==> config.mk <==
export PLATFORM = sky130hd
export DESIGN_NAME = bp_mem_arbiter
export DESIGN_NICKNAME = d
export VERILOG_FILES = /design/src/rtl/bp_mem_arbiter.sv
export SDC_FILE = /design/constraint.sdc
export NUM_CORES = 1
export LEC_CHECK = 0
export ABC_AREA = 1
export BUFFER_PORTS_ARGS = -buffer_cell sky130_fd_sc_hd__buf_4
export CAP_MARGIN = 5
export CORE_AREA = 2 2 132 134
export DETAILED_ROUTE_END_ITERATION = 10
export DIE_AREA = 0 0 134 136
export PLACE_DENSITY = 0.41
export RECOVER_POWER = 100
export SLEW_MARGIN = 20
export SYNTH_ARGS = -nofsm -noshare
export SYNTH_HDL_FRONTEND = slang
export SYNTH_SLANG_ARGS = --single-unit
==> constraint.sdc <==
create_clock -name clk_i -period 2.9 [get_ports clk_i]
set_clock_uncertainty 0.2 [all_clocks]
set_input_delay 0.29 -clock clk_i [delete_from_list [all_inputs] [get_ports clk_i]]
set_output_delay 0.29 -clock clk_i [all_outputs]
set_load 0.05 [all_outputs]
==> src/rtl/bp_mem_arbiter.sv <==
// Round-robin arbiter sharing one memory command/response channel among num_req_p requesters.
// Issued requester ids are kept in an in-order tag FIFO that steers each response back.
module bp_mem_arbiter #(
  parameter int unsigned num_req_p            = 2,
  parameter int unsigned max_outstanding_p    = 4,
  parameter int unsigned cce_mem_msg_width_lp = 64
) (
  input  logic                                      clk_i,
  input  logic                                      reset_n_i,
  input  logic [num_req_p*cce_mem_msg_width_lp-1:0] req_cmd_i,
  input  logic [num_req_p-1:0]                      req_cmd_v_i,
  output logic [num_req_p-1:0]                      req_cmd_yumi_o,
  output logic [cce_mem_msg_width_lp-1:0]           req_resp_o,
  output logic [num_req_p-1:0]                      req_resp_v_o,
  input  logic [num_req_p-1:0]                      req_resp_yumi_i,
  output logic [cce_mem_msg_width_lp-1:0]           mem_cmd_o,
  output logic                                      mem_cmd_v_o,
  input  logic                                      mem_cmd_ready_i,
  input  logic [cce_mem_msg_width_lp-1:0]           mem_resp_i,
  input  logic                                      mem_resp_v_i,
  output logic                                      mem_resp_yumi_o,
  output logic [$clog2(max_outstanding_p+1)-1:0]    outstanding_o,
  output logic                                      error_o
);

  localparam int unsigned W     = cce_mem_msg_width_lp;
  localparam int unsigned ID_W  = $clog2(num_req_p);
  localparam int unsigned OCC_W = $clog2(max_outstanding_p + 1);
  localparam int unsigned PTR_W = (max_outstanding_p > 1) ? $clog2(max_outstanding_p) : 1;

  logic [ID_W-1:0]  r_last;
  logic [ID_W-1:0]  r_tags [max_outstanding_p];
  logic [PTR_W-1:0] r_rd_ptr;
  logic [PTR_W-1:0] r_wr_ptr;
  logic [OCC_W-1:0] r_occ;
  logic             r_error;

  logic             w_gnt_v;
  logic [ID_W-1:0]  w_gnt;
  logic             w_issue_ok;
  logic             w_push;
  logic             w_pop;
  logic             w_empty;
  logic [ID_W-1:0]  w_head;

  function automatic logic [PTR_W-1:0] ptr_inc(input logic [PTR_W-1:0] p);
    return (p == PTR_W'(max_outstanding_p - 1)) ? '0 : p + PTR_W'(1);
  endfunction

  // Round-robin search starting just above the last granted requester
  always_comb begin
    int unsigned idx;
    w_gnt_v = 1'b0;
    w_gnt   = '0;
    idx     = 0;
    for (int unsigned k = 1; k <= num_req_p; k++) begin
      idx = (32'(r_last) + k) % num_req_p;
      if (!w_gnt_v && req_cmd_v_i[ID_W'(idx)]) begin
        w_gnt_v = 1'b1;
        w_gnt   = ID_W'(idx);
      end
    end
  end

  // Full check uses registered occupancy only; a same-cycle pop does not free a slot
  assign w_issue_ok = reset_n_i & mem_cmd_ready_i & (r_occ < OCC_W'(max_outstanding_p));
  assign w_push     = w_issue_ok & w_gnt_v;
  assign w_empty    = (r_occ == '0);
  assign w_head     = r_tags[r_rd_ptr];

  assign mem_cmd_v_o     = w_push;
  assign mem_resp_yumi_o = reset_n_i & mem_resp_v_i & (w_empty | req_resp_yumi_i[w_head]);
  assign w_pop           = mem_resp_yumi_o & ~w_empty;
  assign req_resp_o      = mem_resp_i;
  assign outstanding_o   = r_occ;
  assign error_o         = r_error;

  always_comb begin
    mem_cmd_o      = '0;
    req_cmd_yumi_o = '0;
    req_resp_v_o   = '0;
    for (int unsigned i = 0; i < num_req_p; i++) begin
      if (ID_W'(i) == w_gnt) mem_cmd_o = req_cmd_i[i*W +: W];
    end
    if (w_push) req_cmd_yumi_o[w_gnt] = 1'b1;
    if (reset_n_i && !w_empty && mem_resp_v_i) req_resp_v_o[w_head] = 1'b1;
  end

  always_ff @(posedge clk_i or negedge reset_n_i) begin
    if (!reset_n_i) begin
      r_last   <= ID_W'(num_req_p - 1);
      r_rd_ptr <= '0;
      r_wr_ptr <= '0;
      r_occ    <= '0;
      r_error  <= 1'b0;
      for (int unsigned i = 0; i < max_outstanding_p; i++) r_tags[i] <= '0;
    end else begin
      if (w_push) begin
        r_tags[r_wr_ptr] <= w_gnt;
        r_wr_ptr         <= ptr_inc(r_wr_ptr);
        r_last           <= w_gnt;
      end
      if (w_pop) r_rd_ptr <= ptr_inc(r_rd_ptr);
      r_occ   <= r_occ + OCC_W'(w_push) - OCC_W'(w_pop);
      r_error <= r_error | (mem_resp_v_i & w_empty);
    end
  end

endmodule

==> results of run 1 <==
[per-layer routing]
layer / part of all wire, % / wire length [um]
met5: 0 / 0
met4: 3.4 / 257
met3: 11 / 852
met2: 50 / 3750
met1: 35 / 2660
[cell usage after synthesis]
library cell and number:
nor3_2 1, buf_2 8, fa_1 1, a21oi_1 1, nor2_1 8, buf_4 66
nor3_1 1, clkbuf_1 4, a21o_1 1, inv_2 1, nor2_4 1, nand3_1 4
xnor2_1 1, inv_1 12, o21bai_1 1, xor2_1 1, nand3_2 2, ha_1 7
nand2_2 3, nand2_1 214, dfrtp_1 12, o21ai_0 6, dfstp_2 1
[timing repair]
| action | 4_1_cts | 5_1_grt |
|---|---|---|
| endpoints found under the setup margin | 0 | 2 |
| buffers inserted | 0 | 0 |
| gates resized for setup | 0 | 3 |
| hold buffers | 1 | 0 |
| endpoints found under the hold margin | 13 | 0 |
[state kept, by name, indices dropped and copies added, names as in the netlist]
| signal | cells |
|---|---|
| error_o | 1 |
| outstanding_o | 3 |
| r_last | 1 |
| r_rd_ptr | 2 |
| r_tags | 4 |
| r_wr_ptr | 2 |
[per-stage QoR]
step | utilization, % | hold slack (ps)
2_1_floorplan | - | -206
3_3_place_gp | 19.7 | -45.8
3_5_place_dp | 19.7 | -43.9
4_1_cts | 20.2 | 58.2
5_1_grt | 19.1 | 76.7
6_report | 19.1 | 65.5
[cell families (layout without fill, tap and decap cells)]
group / Yosys count / in the layout / synth area share (%)
DFF: 13 / 13 / 16.2
buffers and inverters: 91 / 228 / 29.7
adders and majority gates: 8 / 8 / 5.33
AOI/OAI and AO/OA: 9 / 9 / 2.48
and+or+nand+nor: 234 / 234 / 45.5
xor gates and xnor gates: 2 / 2 / 0.868
[final cells by class]
| type | instances | area [um2] |
|---|---|---|
| fill | 1962 | 13700 |
| timing repair buffer | 211 | 1400 |
| inverter | 13 | 51.3 |
| tap | 225 | 282 |
| multi-input combinational | 253 | 1080 |
| clock buffer | 4 | 78.8 |
| sequential | 13 | 327 |
[power groups by stage]
| stage | logic (mW) | registers (mW) | clock network [mW] |
|---|---|---|---|
| floorplan | 1.33 | 0.439 | 0 |
| global placement | 1.75 | 0.350 | 0 |
| detailed placement | 1.76 | 0.353 | 0 |
| CTS | 1.77 | 0.351 | 0.268 |
| global route | 1.75 | 0.364 | 0.274 |
| finish | 1.61 | 0.349 | 0.258 |
[worst paths after layout]
| path | from | to | cells past startpoint | slack [ps] |
|---|---|---|---|---|
| worst max-delay path | outstanding_o[2] | outstanding_o[2] | 10 | 250 |
| worst min-delay path | mem_resp_v_i | error_o | 2 | 70 |
| worst max register to register | outstanding_o[2] | outstanding_o[2] | 10 | 250 |
| worst min register to register | error_o | error_o | 1 | 260 |
| max in group asynchronous | reset_n_i | r_last | 2 | 2050 |
| min in group asynchronous | reset_n_i | error_o | 2 | 230 |
==> impl_metrics.py, run 1 <==
metrics = {
    "status": {
        "outcome": "complete, no violations",
    },
    "global_route": {
        "gr-total-overflow": 0,
        "grt_use_met3_pct": 2.42,
        "grt_max_degree": 70,
        "use_met1_pct": 7.91,
        "grt_first_pass_wirelength_mm": 11.2,
        "grt_pass1_vias": 2407,
        "gr-usage-met2_pct": 13.6,
        "grt.total_usage_pct": 7.48,
        "top_usage_layer": "met2",
        "antenna_found_initial": 0,
    },
    "route": {
        "wl_per_cell_um": 10.4,
        "vias_per_cell": 3.51,
        "dr.pass1.iters": 4,
        "ant_nets": 0,
        "drc": 0,
        "vias": 2522,
        "drtIter0Drc": 63,
        "drt-total-wl_mm": 7.51,
    },
    "floorplan": {
        "die_w_um": 134,
        "die_h_um": 136,
        "initial_core_util_pct": 12.0,
        "row_count": 48,
        "ios": 338,
        "die_area_mm2": 0.0182,
        "core_region_area_mm2": 0.0169,
    },
    "placed_design": {
        "dpl_worst_slack_ps": 298,
        "io_buffers": 209,
        "dp.cells": 714,
        "place_area_mm2": 0.00333,
        "place_congestion": 0.694,
        "dpl.hpwl_mm": 6.15,
    },
    "layout": {
        "final_area_mm2": 0.00322,
        "syn_to_final_growth_pct": 59.3,
        "drive_gt1_share_pct": 42.9,
        "final_common_cell": "nand2_1",
        "final_cells": 719,
        "diodes": 0,
        "most-common-layout-cells": "nand2_1, buf_4, clkbuf_2",
        "fin_nets": 703,
    },
    "pwr": {
        "p_per_area_mw_per_mm2": 688,
        "total_power_mw": 2.21,
        "p_comb_share_pct": 72.6,
        "vdd_drop_max_mv": 0.362,
        "leakagePower_nw": 1.94,
        "p_switching_mw": 1.33,
        "pwr-share-clk_pct": 11.6,
        "swShare_pct": 59.9,
        "internal-power_mw": 0.887,
        "seq_power_share_pct": 15.8,
    },
    "synth": {
        "netlist_instances": 357,
        "synth.distinct_cells": 23,
        "synthTopCellsByArea": "nand2_1, buf_4, dfrtp_1, ha_1, inv_1",
        "yosysTopAreaCell": "nand2_1",
        "synth_top_area_share_pct": 39.8,
        "netlist_area_mm2": 0.00202,
        "syn-num-nets": 565,
        "yosysSeqAreaShare_pct": 16.2,
        "ys_ff_latch": 13,
        "yosys_warnings": 0,
        "avgSynthCellArea_um2": 5.66,
    },
    "setup_path": {
        "worstPathCellList": "nor3_1, nor2_2, nand2_1, inv_1, ha_1, inv_1, ha_1, fa_1, xnor2_1, xor2_1",
        "path_class": "flop to flop",
        "critPathBufInv": 2,
        "crit_family": "adder cells",
        "end_kind": "flop",
        "worst-endpoint-arrival_ps": 2600,
        "required_ps": 2850,
        "slowest_delay_ps": 410,
        "cp_slowest_cell": "dfrtp_1",
        "startpoint_type": "flop",
        "path_max_fanout": 4,
    },
    "sta": {
        "finalSetupTns_ps": 0,
        "finalHoldViolCount": 0,
        "max_freq_ghz": 0.378,
        "fin_crit_sh_pct": 91.3,
        "setup-violations-final": 0,
        "maxSlewHeadroom_pct": 47.6,
        "rsz0062_at_grt": "no",
        "tightest_slew_ps": 786,
        "slew_violations": 0,
        "setup_ws_ps": 252,
        "finalCriticalPeriod_ps": 2650,
    },
    "clocking": {
        "clockBufferDepth": 2,
        "clockRootBuffer": "clkbuf_16",
        "clock-sinks": 13,
        "ctsHtreeMaxLevel": 1,
        "clk_pin_slew_ps": 40,
        "clk_latency_ps": 240,
        "cts_buffers": 3,
        "cts_tree": "done",
    },
    "flow_run": {
        "maxCapViolCount": 0,
    },
    "worst_hold_path": {
        "hold_path.class": "input port to flop",
    },
}
Note: power is estimated with default switching activity, not from simulation.
==> inputs of run 2 (changes only) <==
- ABC_AREA: 1 -> not set
- CORE_AREA: 2 2 132 134 -> 2 2 130 132
- DIE_AREA: 0 0 134 136 -> 0 0 132 134
==> impl_metrics.py, run 2 <==
metrics = {
    "status": {
        "outcome": "complete, no violations",
    },
    "floorplan": {
        "die_w_um": 132,
        "core_region_area_mm2": 0.0163,
        "die_area_mm2": 0.0177,
        "row_count": 47,
        "die_h_um": 134,
        "initial_core_util_pct": 12.0,
        "ios": 338,
    },
    "layout": {
        "diodes": 0,
        "largest_reg_flops": 4,
        "final_cells": 564,
        "regMostFlops": "r_tags",
        "utilization_pct": 19.8,
        "fin_nets": 553,
        "final_area_mm2": 0.00322,
        "drive_gt1_share_pct": 77.0,
        "most-common-layout-cells": "buf_4, clkbuf_2, mux2_2",
        "syn_to_final_growth_pct": 65.4,
        "final_common_cell": "buf_4",
    },
    "sta": {
        "finalSetupTns_ps": 0,
        "finalCriticalPeriod_ps": 2710,
        "slew_violations": 0,
        "finalHoldViolCount": 0,
        "fin_crit_sh_pct": 93.4,
        "maxSlewHeadroom_pct": 39.7,
        "setup_ws_ps": 193,
        "max_freq_ghz": 0.369,
        "setup-violations-final": 0,
        "tightest_slew_ps": 905,
        "rsz0062_at_grt": "no",
        "hold_slack_ps": 49.3,
    },
    "global_route": {
        "grt.total_usage_pct": 7.14,
        "gr-total-overflow": 0,
        "grt_max_degree": 37,
        "grt_use_met3_pct": 3.44,
        "use_met1_pct": 8.00,
        "grt_pass1_vias": 1939,
        "top_usage_layer": "met2",
        "grt_first_pass_wirelength_mm": 10.3,
        "antenna_found_initial": 0,
        "gr-usage-met2_pct": 12.7,
    },
    "route": {
        "ant_nets": 0,
        "drt-total-wl_mm": 7.31,
        "wl_per_cell_um": 13.0,
        "vias": 1909,
        "dr.pass1.iters": 4,
        "vias_per_cell": 3.38,
        "drc": 0,
        "drtIter0Drc": 15,
    },
    "synth": {
        "synth-xor-area-share_pct": 0.900,
        "synthTopCellsByCount": "buf_4, mux2_2, dfrtp_1",
        "yosysTopAreaCell": "mux2_2",
        "yosysSeqAreaShare_pct": 16.8,
        "synth_compound_area_share_pct": 2.51,
        "synth_edf_count": 0,
        "synth_top_area_share_pct": 35.9,
        "ys_ff_latch": 13,
        "synth.distinct_cells": 27,
        "netlist_instances": 199,
        "synth_flop_cell": "dfrtp_1",
        "yosys_warnings": 0,
        "yosysMostFrequentCell": "buf_4",
        "synth_top_family_by_area": "multiplexers",
        "synthAdderAreaFrac_pct": 5.53,
        "netlist_area_mm2": 0.00195,
        "yosys-mux-area-fraction_pct": 42.2,
        "syn-num-nets": 407,
        "synthTopCellsByArea": "mux2_2, buf_4, dfrtp_1, mux2_1, ha_1",
        "synth-simple-area-share_pct": 4.11,
        "async_reset_ff_share_pct": 100,
        "avgSynthCellArea_um2": 9.78,
    },
    "setup_path": {
        "worst-endpoint-arrival_ps": 2630,
        "regToRegStartpoint": "r_rd_ptr[0]",
        "critPathBufInv": 1,
        "required_ps": 2820,
        "end_kind": "flop",
        "crit_family": "adder cells",
        "worstPathCellList": "mux4_2, mux2i_1, nor2_1, ha_1, inv_1, ha_1, fa_1, xor2_1, xnor2_1",
        "r2r_end": "outstanding_o[2]",
        "crit_start": "r_rd_ptr[0]",
        "cp_slowest_cell": "mux4_2",
        "slowest_delay_ps": 550,
        "path_class": "flop to flop",
        "reg2reg_depth": 9,
        "startpoint_type": "flop",
        "path_max_fanout": 3,
        "crit_top_cell": "ha_1",
        "r2r_setup_slack_ps": 190,
    },
    "pwr": {
        "leakagePower_nw": 1.59,
        "p_per_area_mw_per_mm2": 639,
        "swShare_pct": 52.8,
        "p_comb_share_pct": 70.5,
        "p_switching_mw": 1.09,
        "seq_power_share_pct": 16.9,
        "pwr-share-clk_pct": 12.6,
        "total_power_mw": 2.06,
        "vdd_drop_max_mv": 0.459,
        "internal-power_mw": 0.971,
    },
    "placed_design": {
        "io_buffers": 209,
        "place_area_mm2": 0.00330,
        "dp.cells": 558,
        "dpl_worst_slack_ps": 137,
        "dpl.hpwl_mm": 6.38,
        "place_congestion": 0.783,
    },
    "clocking": {
        "cts_tree": "done",
        "cts_buffers": 3,
        "clockRootBuffer": "clkbuf_16",
        "clk_pin_slew_ps": 50,
        "clock-sinks": 13,
        "ctsHtreeMaxLevel": 1,
        "clockBufferDepth": 2,
        "clk_latency_ps": 240,
    },
    "worst_hold_path": {
        "worst_hold_path.endpoint": "r_last",
        "hold_path.class": "input port to flop",
        "min_from": "req_cmd_v_i[0]",
        "hold_depth": 2,
    },
    "flow_run": {
        "maxCapViolCount": 0,
    },
}
==> run 2: area by class of cell <==
type	instances	area [um2]
clock buffer	3	75.1
clock inverter	1	5.00
fill	1840	13100
inverter	7	26.3
multi-input combinational	107	1090
sequential	13	327
tap	220	275
timing repair buffer	213	1430
==> run 2: per-layer routing <==
metal | up-vias | share of wire, %
met4 | 0 | 0.53
met3 | 6 | 12
met5 | - | 0
met2 | 148 | 50
li1 | 902 | -
met1 | 853 | 37
==> run 2: cell families (layout without fill, tap and decap cells) <==
kind of cell | count (synthesis) | in the layout
compound gates | 8 | 8
flops | 13 | 13
mux | 72 | 72
fa+ha+maj | 8 | 8
xor+xnor | 2 | 2
simple gates | 17 | 17
buf+inv | 79 | 224
==> run 2: worst reg2reg max path, cell delays in order (launching register included) <==
cell	delay [ps]
dfrtp_1	360
mux4_2	550
mux2i_1	210
nor2_1	110
ha_1	280
inv_1	40
ha_1	180
fa_1	370
xor2_1	160
xnor2_1	130
==> run 2: repair_timing <==
item | 4_1_cts | 5_1_grt
endpoints found under the hold margin | 13 | 0
setup buffers | 0 | 1
hold buffers | 1 | 0
setup endpoints to repair | 0 | 1
gates resized for setup | 0 | 1
==> run 2: how the worst max path moves through the flow <==
stage                  endpoint  slack [ps]  cells after the start
3_3_place_gp   outstanding_o[2]         190                      9
6_report       outstanding_o[2]         190                      9
5_1_grt        outstanding_o[2]          20                      9
2_1_floorplan  outstanding_o[2]         190                      9
4_1_cts        outstanding_o[2]         130                      9
3_5_place_dp   outstanding_o[2]         140                      9
==> run 2: power by group through the flow <==
stage | sequential [mW] | clock [mW] | combinational [mW]
floorplan | 0.436 | 0 | 1.21
global placement | 0.350 | 0 | 1.56
detailed placement | 0.354 | 0 | 1.57
CTS | 0.352 | 0.263 | 1.57
global route | 0.360 | 0.274 | 1.55
finish | 0.348 | 0.259 | 1.45
